<file path="src/rtl/calc2_dispatch_sched.sv">
// calc2_dispatch_sched: central issue scheduler for the calc2 datapath.
//
// Four requester ports present commands that are held until acked. Commands
// 1/2 go to the adder unit and 5/6 go to the shifter unit. Any other non-zero
// command is rejected. The scheduler acks a rejected command at once and
// reports it one cycle later. Each unit has its own round-robin arbiter and
// grants at most one port per cycle. A 16-entry scoreboard indexed by
// {port index, tag} blocks reuse of an in-flight tag. A per-unit counter caps
// the number of outstanding operations at MAX_OUT.
//
// Ports:
//   c_clk, reset                 clock, asynchronous active-low reset
//   reqN_cmd_in/tag_in/data*_in  port N request (N=1..4); cmd 0 = idle
//   reqN_ack                     combinational accept for port N
//   adder_* / shift_*            registered dispatch to each unit
//                                (*_tag = {port index 0..3, tag})
//   adder_done(_tag), shift_done(_tag)  retire notifications from the units
//   portN_invalid_op/_tag        registered one-cycle reject report
//   sched_err                    sticky protocol error flag
//
// Handshake: a request is accepted exactly in a cycle where cmd != 0 and
// reqN_ack = 1. The requester keeps cmd/tag/data stable until that cycle.
// Dispatch has no backpressure; *_vld is a one-cycle qualifier.
module calc2_dispatch_sched #(
    parameter int unsigned MAX_OUT = 4
) (
    input  logic        c_clk,
    input  logic        reset,
    input  logic [3:0]  req1_cmd_in,
    input  logic [1:0]  req1_tag_in,
    input  logic [31:0] req1_data1_in,
    input  logic [31:0] req1_data2_in,
    output logic        req1_ack,
    input  logic [3:0]  req2_cmd_in,
    input  logic [1:0]  req2_tag_in,
    input  logic [31:0] req2_data1_in,
    input  logic [31:0] req2_data2_in,
    output logic        req2_ack,
    input  logic [3:0]  req3_cmd_in,
    input  logic [1:0]  req3_tag_in,
    input  logic [31:0] req3_data1_in,
    input  logic [31:0] req3_data2_in,
    output logic        req3_ack,
    input  logic [3:0]  req4_cmd_in,
    input  logic [1:0]  req4_tag_in,
    input  logic [31:0] req4_data1_in,
    input  logic [31:0] req4_data2_in,
    output logic        req4_ack,
    output logic        adder_vld,
    output logic [3:0]  adder_cmd,
    output logic [3:0]  adder_tag,
    output logic [31:0] adder_data1,
    output logic [31:0] adder_data2,
    output logic        shift_vld,
    output logic [3:0]  shift_cmd,
    output logic [3:0]  shift_tag,
    output logic [31:0] shift_data1,
    output logic [31:0] shift_data2,
    input  logic        adder_done,
    input  logic [3:0]  adder_done_tag,
    input  logic        shift_done,
    input  logic [3:0]  shift_done_tag,
    output logic        port1_invalid_op,
    output logic [1:0]  port1_invalid_tag,
    output logic        port2_invalid_op,
    output logic [1:0]  port2_invalid_tag,
    output logic        port3_invalid_op,
    output logic [1:0]  port3_invalid_tag,
    output logic        port4_invalid_op,
    output logic [1:0]  port4_invalid_tag,
    output logic        sched_err
);

    logic [3:0]  w_cmd [4];
    logic [1:0]  w_tag [4];
    logic [31:0] w_d1  [4];
    logic [31:0] w_d2  [4];

    assign w_cmd[0] = req1_cmd_in;  assign w_tag[0] = req1_tag_in;
    assign w_cmd[1] = req2_cmd_in;  assign w_tag[1] = req2_tag_in;
    assign w_cmd[2] = req3_cmd_in;  assign w_tag[2] = req3_tag_in;
    assign w_cmd[3] = req4_cmd_in;  assign w_tag[3] = req4_tag_in;
    assign w_d1[0]  = req1_data1_in; assign w_d2[0] = req1_data2_in;
    assign w_d1[1]  = req2_data1_in; assign w_d2[1] = req2_data2_in;
    assign w_d1[2]  = req3_data1_in; assign w_d2[2] = req3_data2_in;
    assign w_d1[3]  = req4_data1_in; assign w_d2[3] = req4_data2_in;

    logic [15:0] r_sb;
    logic [3:0]  r_add_cnt, r_sh_cnt;
    logic [1:0]  r_add_ptr, r_sh_ptr;
    logic        r_add_vld, r_sh_vld, r_err;
    logic [3:0]  r_add_cmd, r_add_tag, r_sh_cmd, r_sh_tag;
    logic [31:0] r_add_d1, r_add_d2, r_sh_d1, r_sh_d2;
    logic [3:0]  r_inv_op;
    logic [1:0]  r_inv_tag [4];

    logic [3:0]  w_add_elig, w_sh_elig, w_inv, w_add_gnt, w_sh_gnt, w_ack;
    logic [1:0]  w_add_idx, w_sh_idx;
    logic        w_add_any, w_sh_any, w_add_room, w_sh_room;
    logic        w_add_dec, w_sh_dec, w_err;
    logic [15:0] w_set, w_clr;

    // First eligible port at or after ptr, in port order with wrap.
    function automatic logic [3:0] rr_pick(input logic [3:0] elig, input logic [1:0] ptr);
        logic [3:0] g;
        logic [1:0] idx;
        g = 4'b0000;
        for (int k = 0; k < 4; k++) begin
            idx = ptr + 2'(k);
            if (elig[idx] && (g == 4'b0000)) g[idx] = 1'b1;
        end
        return g;
    endfunction

    function automatic logic [1:0] enc4(input logic [3:0] g);
        logic [1:0] r;
        r = 2'd0;
        for (int i = 0; i < 4; i++) if (g[i]) r = i[1:0];
        return r;
    endfunction

    assign w_add_room = (r_add_cnt < 4'(MAX_OUT));
    assign w_sh_room  = (r_sh_cnt  < 4'(MAX_OUT));

    // Acks are masked while reset is asserted so a held request cannot
    // appear accepted when the scheduler is not tracking it.
    always_comb begin
        w_add_elig = 4'b0000;
        w_sh_elig  = 4'b0000;
        w_inv      = 4'b0000;
        for (int i = 0; i < 4; i++) begin
            if (reset && !r_sb[{i[1:0], w_tag[i]}]) begin
                w_add_elig[i] = ((w_cmd[i] == 4'd1) || (w_cmd[i] == 4'd2)) && w_add_room;
                w_sh_elig[i]  = ((w_cmd[i] == 4'd5) || (w_cmd[i] == 4'd6)) && w_sh_room;
            end
            w_inv[i] = reset && (w_cmd[i] != 4'd0) && (w_cmd[i] != 4'd1) && (w_cmd[i] != 4'd2)
                       && (w_cmd[i] != 4'd5) && (w_cmd[i] != 4'd6);
        end
    end

    assign w_add_gnt = rr_pick(w_add_elig, r_add_ptr);
    assign w_sh_gnt  = rr_pick(w_sh_elig, r_sh_ptr);
    assign w_add_idx = enc4(w_add_gnt);
    assign w_sh_idx  = enc4(w_sh_gnt);
    assign w_add_any = |w_add_gnt;
    assign w_sh_any  = |w_sh_gnt;
    assign w_ack     = w_add_gnt | w_sh_gnt | w_inv;

    assign req1_ack = w_ack[0];
    assign req2_ack = w_ack[1];
    assign req3_ack = w_ack[2];
    assign req4_ack = w_ack[3];

    // Set has priority over clear; a legal flow never hits the same bit
    // with both, since eligibility reads the registered bit.
    always_comb begin
        w_set = 16'h0000;
        w_clr = 16'h0000;
        if (w_add_any) w_set[{w_add_idx, w_tag[w_add_idx]}] = 1'b1;
        if (w_sh_any)  w_set[{w_sh_idx,  w_tag[w_sh_idx]}]  = 1'b1;
        if (adder_done) w_clr[adder_done_tag] = 1'b1;
        if (shift_done) w_clr[shift_done_tag] = 1'b1;
    end

    assign w_add_dec = adder_done && (r_add_cnt != 4'd0);
    assign w_sh_dec  = shift_done && (r_sh_cnt  != 4'd0);
    assign w_err     = (adder_done && ((r_add_cnt == 4'd0) || !r_sb[adder_done_tag]))
                    || (shift_done && ((r_sh_cnt  == 4'd0) || !r_sb[shift_done_tag]));

    always_ff @(posedge c_clk or negedge reset) begin
        if (!reset) begin
            r_sb      <= 16'h0000;
            r_add_cnt <= 4'd0;
            r_sh_cnt  <= 4'd0;
            r_add_ptr <= 2'd0;
            r_sh_ptr  <= 2'd0;
            r_add_vld <= 1'b0;
            r_sh_vld  <= 1'b0;
            r_add_cmd <= 4'd0;
            r_add_tag <= 4'd0;
            r_sh_cmd  <= 4'd0;
            r_sh_tag  <= 4'd0;
            r_add_d1  <= 32'd0;
            r_add_d2  <= 32'd0;
            r_sh_d1   <= 32'd0;
            r_sh_d2   <= 32'd0;
            r_err     <= 1'b0;
            r_inv_op  <= 4'b0000;
            for (int i = 0; i < 4; i++) r_inv_tag[i] <= 2'd0;
        end else begin
            r_sb <= (r_sb & ~w_clr) | w_set;
            if (w_add_any && !w_add_dec)      r_add_cnt <= r_add_cnt + 4'd1;
            else if (!w_add_any && w_add_dec) r_add_cnt <= r_add_cnt - 4'd1;
            if (w_sh_any && !w_sh_dec)        r_sh_cnt  <= r_sh_cnt + 4'd1;
            else if (!w_sh_any && w_sh_dec)   r_sh_cnt  <= r_sh_cnt - 4'd1;

            r_add_vld <= w_add_any;
            if (w_add_any) begin
                r_add_ptr <= w_add_idx + 2'd1;
                r_add_cmd <= w_cmd[w_add_idx];
                r_add_tag <= {w_add_idx, w_tag[w_add_idx]};
                r_add_d1  <= w_d1[w_add_idx];
                r_add_d2  <= w_d2[w_add_idx];
            end
            r_sh_vld <= w_sh_any;
            if (w_sh_any) begin
                r_sh_ptr <= w_sh_idx + 2'd1;
                r_sh_cmd <= w_cmd[w_sh_idx];
                r_sh_tag <= {w_sh_idx, w_tag[w_sh_idx]};
                r_sh_d1  <= w_d1[w_sh_idx];
                r_sh_d2  <= w_d2[w_sh_idx];
            end

            if (w_err) r_err <= 1'b1;
            r_inv_op <= w_inv;
            for (int i = 0; i < 4; i++) r_inv_tag[i] <= w_inv[i] ? w_tag[i] : 2'd0;
        end
    end

    assign adder_vld   = r_add_vld;
    assign adder_cmd   = r_add_cmd;
    assign adder_tag   = r_add_tag;
    assign adder_data1 = r_add_d1;
    assign adder_data2 = r_add_d2;
    assign shift_vld   = r_sh_vld;
    assign shift_cmd   = r_sh_cmd;
    assign shift_tag   = r_sh_tag;
    assign shift_data1 = r_sh_d1;
    assign shift_data2 = r_sh_d2;
    assign sched_err   = r_err;

    assign port1_invalid_op  = r_inv_op[0];
    assign port2_invalid_op  = r_inv_op[1];
    assign port3_invalid_op  = r_inv_op[2];
    assign port4_invalid_op  = r_inv_op[3];
    assign port1_invalid_tag = r_inv_tag[0];
    assign port2_invalid_tag = r_inv_tag[1];
    assign port3_invalid_tag = r_inv_tag[2];
    assign port4_invalid_tag = r_inv_tag[3];

endmodule

</file>
<file path="config.mk">
export PLATFORM = sky130hd
export DESIGN_NAME = calc2_dispatch_sched
export DESIGN_NICKNAME = d
export VERILOG_FILES = /design/src/rtl/calc2_dispatch_sched.sv
export SDC_FILE = /design/constraint.sdc
export NUM_CORES = 1
export LEC_CHECK = 0
export CORE_MARGIN = 5
export CORE_UTILIZATION = 41
export DETAILED_ROUTE_END_ITERATION = 8
export DONT_BUFFER_PORTS = 1
export GPL_TIMING_DRIVEN = 0
export PLACE_DENSITY = 0.54
export SYNTH_ARGS = -nofsm -noshare
export SYNTH_HDL_FRONTEND = slang
export SYNTH_SLANG_ARGS = --single-unit
</file>
<file path="constraint.sdc">
create_clock -name c_clk -period 12.75 [get_ports c_clk]
set_input_delay 1.9125 -clock c_clk [delete_from_list [all_inputs] [get_ports c_clk]]
set_output_delay 1.9125 -clock c_clk [all_outputs]
set_load 0.02 [all_outputs]
</file>
==> impl_metrics.json <==
{
  "outcome": "finished, final reports clean",
  "totalPowerFinal_mw": 3.20,
  "layoutNonFillerInstCount": 1745,
  "period_share_pct": 66.7,
  "finalSetupViolCount": 0,
  "register_bit_count_reported_by_yosys": 187,
  "syn-num-nets": 1654,
  "per_cell_via_count_in_the_routed_design": 7.08,
  "rsz0062_at_grt": "no",
  "synth_sequential_area_ratio_pct": 38.7,
  "met1_length_um": 22800,
  "layout_min_cycle_time_ps": 8500,
  "postCtsResizedCells": 0,
  "cts-buffers-inserted": 17,
  "timing.clock.skew_ps": 16.4,
  "detailed_place.area_um2": 12600,
  "final_area_um2": 13100,
  "cell_count_post_placement": 1715,
  "antenna_found_initial": 1,
  "dieWidth_um": 182,
  "critical_path.max_fanout": 10,
  "synth_cells": 1331,
  "fmax_mhz": 118,
  "route.detailed.drc": 0,
  "coreArea_um2": 28900,
  "dp_hpwl_um": 47000,
  "worstPathBufferInverterCount": 3,
  "synth-async-reset-ratio_pct": 100,
  "min_from": "r_add_cnt[3]",
  "post-synth-top-area-cell": "sky130_fd_sc_hd__dfrtp_1",
  "grt_start_max_net_pins": 197,
  "rr_startpoint": "r_sh_cnt[3]",
  "synth_largest_type_area_fraction_pct": 38.7,
  "final_nets": 1673,
  "netlist_area_before_placement_um2": 12100,
  "holdCritPathClass": "flip-flop to flip-flop",
  "cts_tree": "yes",
  "htree_levels": 4,
  "fin_hold_ws_ps": 522,
  "routed-wl-met2_um": 28200,
  "critPathTopFamily": "buffers and inverters",
  "clockPowerShare_pct": 17.6,
  "count_of_input_and_output_buffers": 0,
  "worst_ep_arrival_time_ps": 6590,
  "cts_root_buf": "sky130_fd_sc_hd__clkbuf_16",
  "grt.total_usage_pct": 35.7,
  "grt_pass1_wl_um": 87300,
  "fin_util_pct": 45.4,
  "reg_power_share_pct": 44.6,
  "num_io_pins": 455,
  "leading_cell_types_by_total_area_after_synthesis": "sky130_fd_sc_hd__dfrtp_1 (39%), sky130_fd_sc_hd__a21oi_1 (6.3%), sky130_fd_sc_hd__o221ai_1 (5.0%)",
  "setup.worst_path.start": "req4_cmd_in[3]",
  "pre_cts_slack_ps": 4290,
  "hold_viol": 0,
  "antenna_left": 0,
  "totalNegativeSetupSlack_ps": 0,
  "number_of_distinct_library_cells_after_synthesis": 72,
  "drive_above_1_share_pct": 8.82,
  "cts.sinks": 187,
  "max_slew_margin_pct": 5.18,
  "num_rows": 62,
  "top_signal_layer_used": "met5",
  "ir_worst_vdd_v": 0.0000993,
  "grt-ovfl-total": 0,
  "cts_hold_buf": 0,
  "layout-area-overhead-vs-synth_pct": 8.76,
  "via_count_of_the_first_global_routing_pass": 12100,
  "yosys_warnings": 0,
  "drt_first_pass_iters": 6,
  "floorplan.die_area_um2": 33000,
  "critical_path_required_ps": 10840,
  "final.setup.worst_slack_ps": 4250,
  "p_int_mw": 1.61,
  "swShare_pct": 49.8,
  "worstSetupPathType": "input port to output port",
  "cts.reportedPaths.clkPinSlew_ps": 70,
  "ys.flop_type": "sky130_fd_sc_hd__dfrtp_1",
  "cap_violations": 0,
  "leakagePower_nw": 5.34,
  "cell_chain_critical_path": "or4b_2, nor3_1, a22oi_1, a21boi_0, a311oi_2, a21oi_1, a21o_1, clkbuf_1, clkbuf_1, clkbuf_1, or3_1",
  "cts_setup_buffers": 0,
  "timing.final.max_slew_violations": 0,
  "antenna-diode-count": 0,
  "gate_power_share_pct": 37.8,
  "post_synth.cell_area_avg_um2": 9.08,
  "route.met3.wl_um": 7980,
  "powerDensity_nw_per_um2": 243,
  "die_y_um": 182,
  "worstSetupStartpointType": "input port",
  "wl_per_cell_um": 35.3,
  "p_sw_mw": 1.59,
  "critical-path-top-cell-by-count": "sky130_fd_sc_hd__clkbuf_1",
  "drt-total-wl_um": 61700,
  "dr_total_vias": 12400,
  "endpoint_kind": "output port",
  "max_stage_delay_ps": 730,
  "cp_slowest_cell": "sky130_fd_sc_hd__clkbuf_1",
  "routabilityCongestion": 0.939,
  "clk-insertion-delay-late_ps": 450,
  "dr.first_iter.drc_count": 1438,
  "synth-edff-count": 0,
  "num-fill-cells": 2870,
  "initial_utilization_pct": 41.8,
  "cts_max_path_buffers": 2,
  "tightest_slew_ps": 1410
}
## cell usage after synthesis, types with 10 or more instances
cell type and number:
sky130_fd_sc_hd__a211oi_1 29, sky130_fd_sc_hd__a21oi_1 153, sky130_fd_sc_hd__a221oi_1 23, sky130_fd_sc_hd__a222oi_1 29
sky130_fd_sc_hd__and2_1 17, sky130_fd_sc_hd__buf_2 28, sky130_fd_sc_hd__clkbuf_1 69, sky130_fd_sc_hd__dfrtp_1 187
sky130_fd_sc_hd__ha_1 29, sky130_fd_sc_hd__inv_1 15, sky130_fd_sc_hd__mux2_2 25, sky130_fd_sc_hd__mux2i_1 56
sky130_fd_sc_hd__mux4_2 17, sky130_fd_sc_hd__nand2_1 107, sky130_fd_sc_hd__nand3_1 17, sky130_fd_sc_hd__nor2_1 143
sky130_fd_sc_hd__o21ai_0 66, sky130_fd_sc_hd__o21ai_1 22, sky130_fd_sc_hd__o221ai_1 69, sky130_fd_sc_hd__o22ai_1 64
sky130_fd_sc_hd__xnor2_1 10
## power by group through the flow
stage                     combinational (mW)  clock, mW  sequential (mW)
after floorplan                        0.856          0             1.29
after global placement                  1.17          0             1.43
after detailed placement                1.19          0             1.43
after CTS                               1.19      0.569             1.43
after global routing                    1.32      0.591             1.45
final                                   1.21      0.563             1.43
## logic make-up after synthesis
kind of cell | after synthesis | share of synthesized area [%]
multiplexers | 98 | 10.1
adder cells (fa/ha/maj) | 31 | 3.33
AO/OA/AOI/OAI | 531 | 29.8
AND/OR/NAND/NOR | 347 | 12.9
buffers and inverters | 125 | 4.30
XOR/XNOR | 12 | 0.870
flip-flops | 187 | 38.7
## area by class of cell
type / count / area, µm² / share of cell area (%)
Clock buffer: 19 / 443 / 3.37
Clock inverter: 11 / 135 / 1.03
Sequential cell: 187 / 4680 / 35.6
Multi-Input combinational cell: 1019 / 6890 / 52.4
Tap cell: 384 / 480 / 3.66
Buffer: 108 / 455 / 3.46
Inverter: 17 / 63.8 / 0.485
## worst paths after layout
| check | slack, ps | cells past startpoint | to |
|---|---|---|---|
| min in group asynchronous | 1160 | 0 | shift_data1[25] |
| setup reg to reg | 6310 | 22 | r_sh_cnt[3] |
| max in group asynchronous | 11320 | 0 | shift_data2[28] |
| setup / recovery | 4250 | 11 | req4_ack |
| hold / removal | 520 | 1 | r_add_cnt[3] |
| hold reg to reg | 520 | 1 | r_add_cnt[3] |
## metal layers
layer	global-route usage (%)	up-vias
li1	-	5195
met1	44.7	6128
met2	56.0	880
met3	13.1	156
met4	14.5	2
met5	0	-
## state kept, by name, summed over array words and instances (netlist names), 16 cells and up
name,count
adder_data1,32
shift_data2,32
r_sb,16
adder_data2,32
shift_data1,32
## placed cells by master, fill, tap and decap left out, drive strengths merged, types with 4 or more instances in the layout
cell type,instances
clkbuf,88
a41oi,4
and3,6
nand3,17
mux2,25
and2,17
inv,22
a41o,5
or3,5
or4,5
mux4,17
a221oi,23
xnor2,10
buf,39
ha,29
a222oi,29
a21boi,6
nor3,8
or2,5
dfrtp,187
mux2i,56
nand2,107
a22oi,8
nor4,7
a21oi,154
o21ai,88
o221ai,69
or4b,4
nor2,143
a211oi,30
o41ai,6
nor2b,5
o22ai,64
a32oi,8
o2111ai,5
nand2b,6
## worst reg2reg max path, cell delays in order, from the launching register on
cell                       delay, ps
sky130_fd_sc_hd__dfrtp_1         470
sky130_fd_sc_hd__or4b_2          660
sky130_fd_sc_hd__nor3_1          570
sky130_fd_sc_hd__a22oi_1         280
sky130_fd_sc_hd__a21boi_0        370
sky130_fd_sc_hd__a311oi_2        120
sky130_fd_sc_hd__a21oi_1         360
sky130_fd_sc_hd__a41oi_1         290
sky130_fd_sc_hd__nand2_1         400
sky130_fd_sc_hd__inv_1           170
sky130_fd_sc_hd__and2_1          170
sky130_fd_sc_hd__buf_2           190
sky130_fd_sc_hd__inv_1           150
sky130_fd_sc_hd__buf_2           330
sky130_fd_sc_hd__buf_2           470
sky130_fd_sc_hd__ha_1            270
sky130_fd_sc_hd__inv_1            90
sky130_fd_sc_hd__ha_1            280
sky130_fd_sc_hd__a21o_1          180
sky130_fd_sc_hd__a21oi_1         170
sky130_fd_sc_hd__xnor2_1         130
sky130_fd_sc_hd__nor2_1           60
sky130_fd_sc_hd__xor2_1          140
No activity file was read; power rests on OpenSTA's default activity.
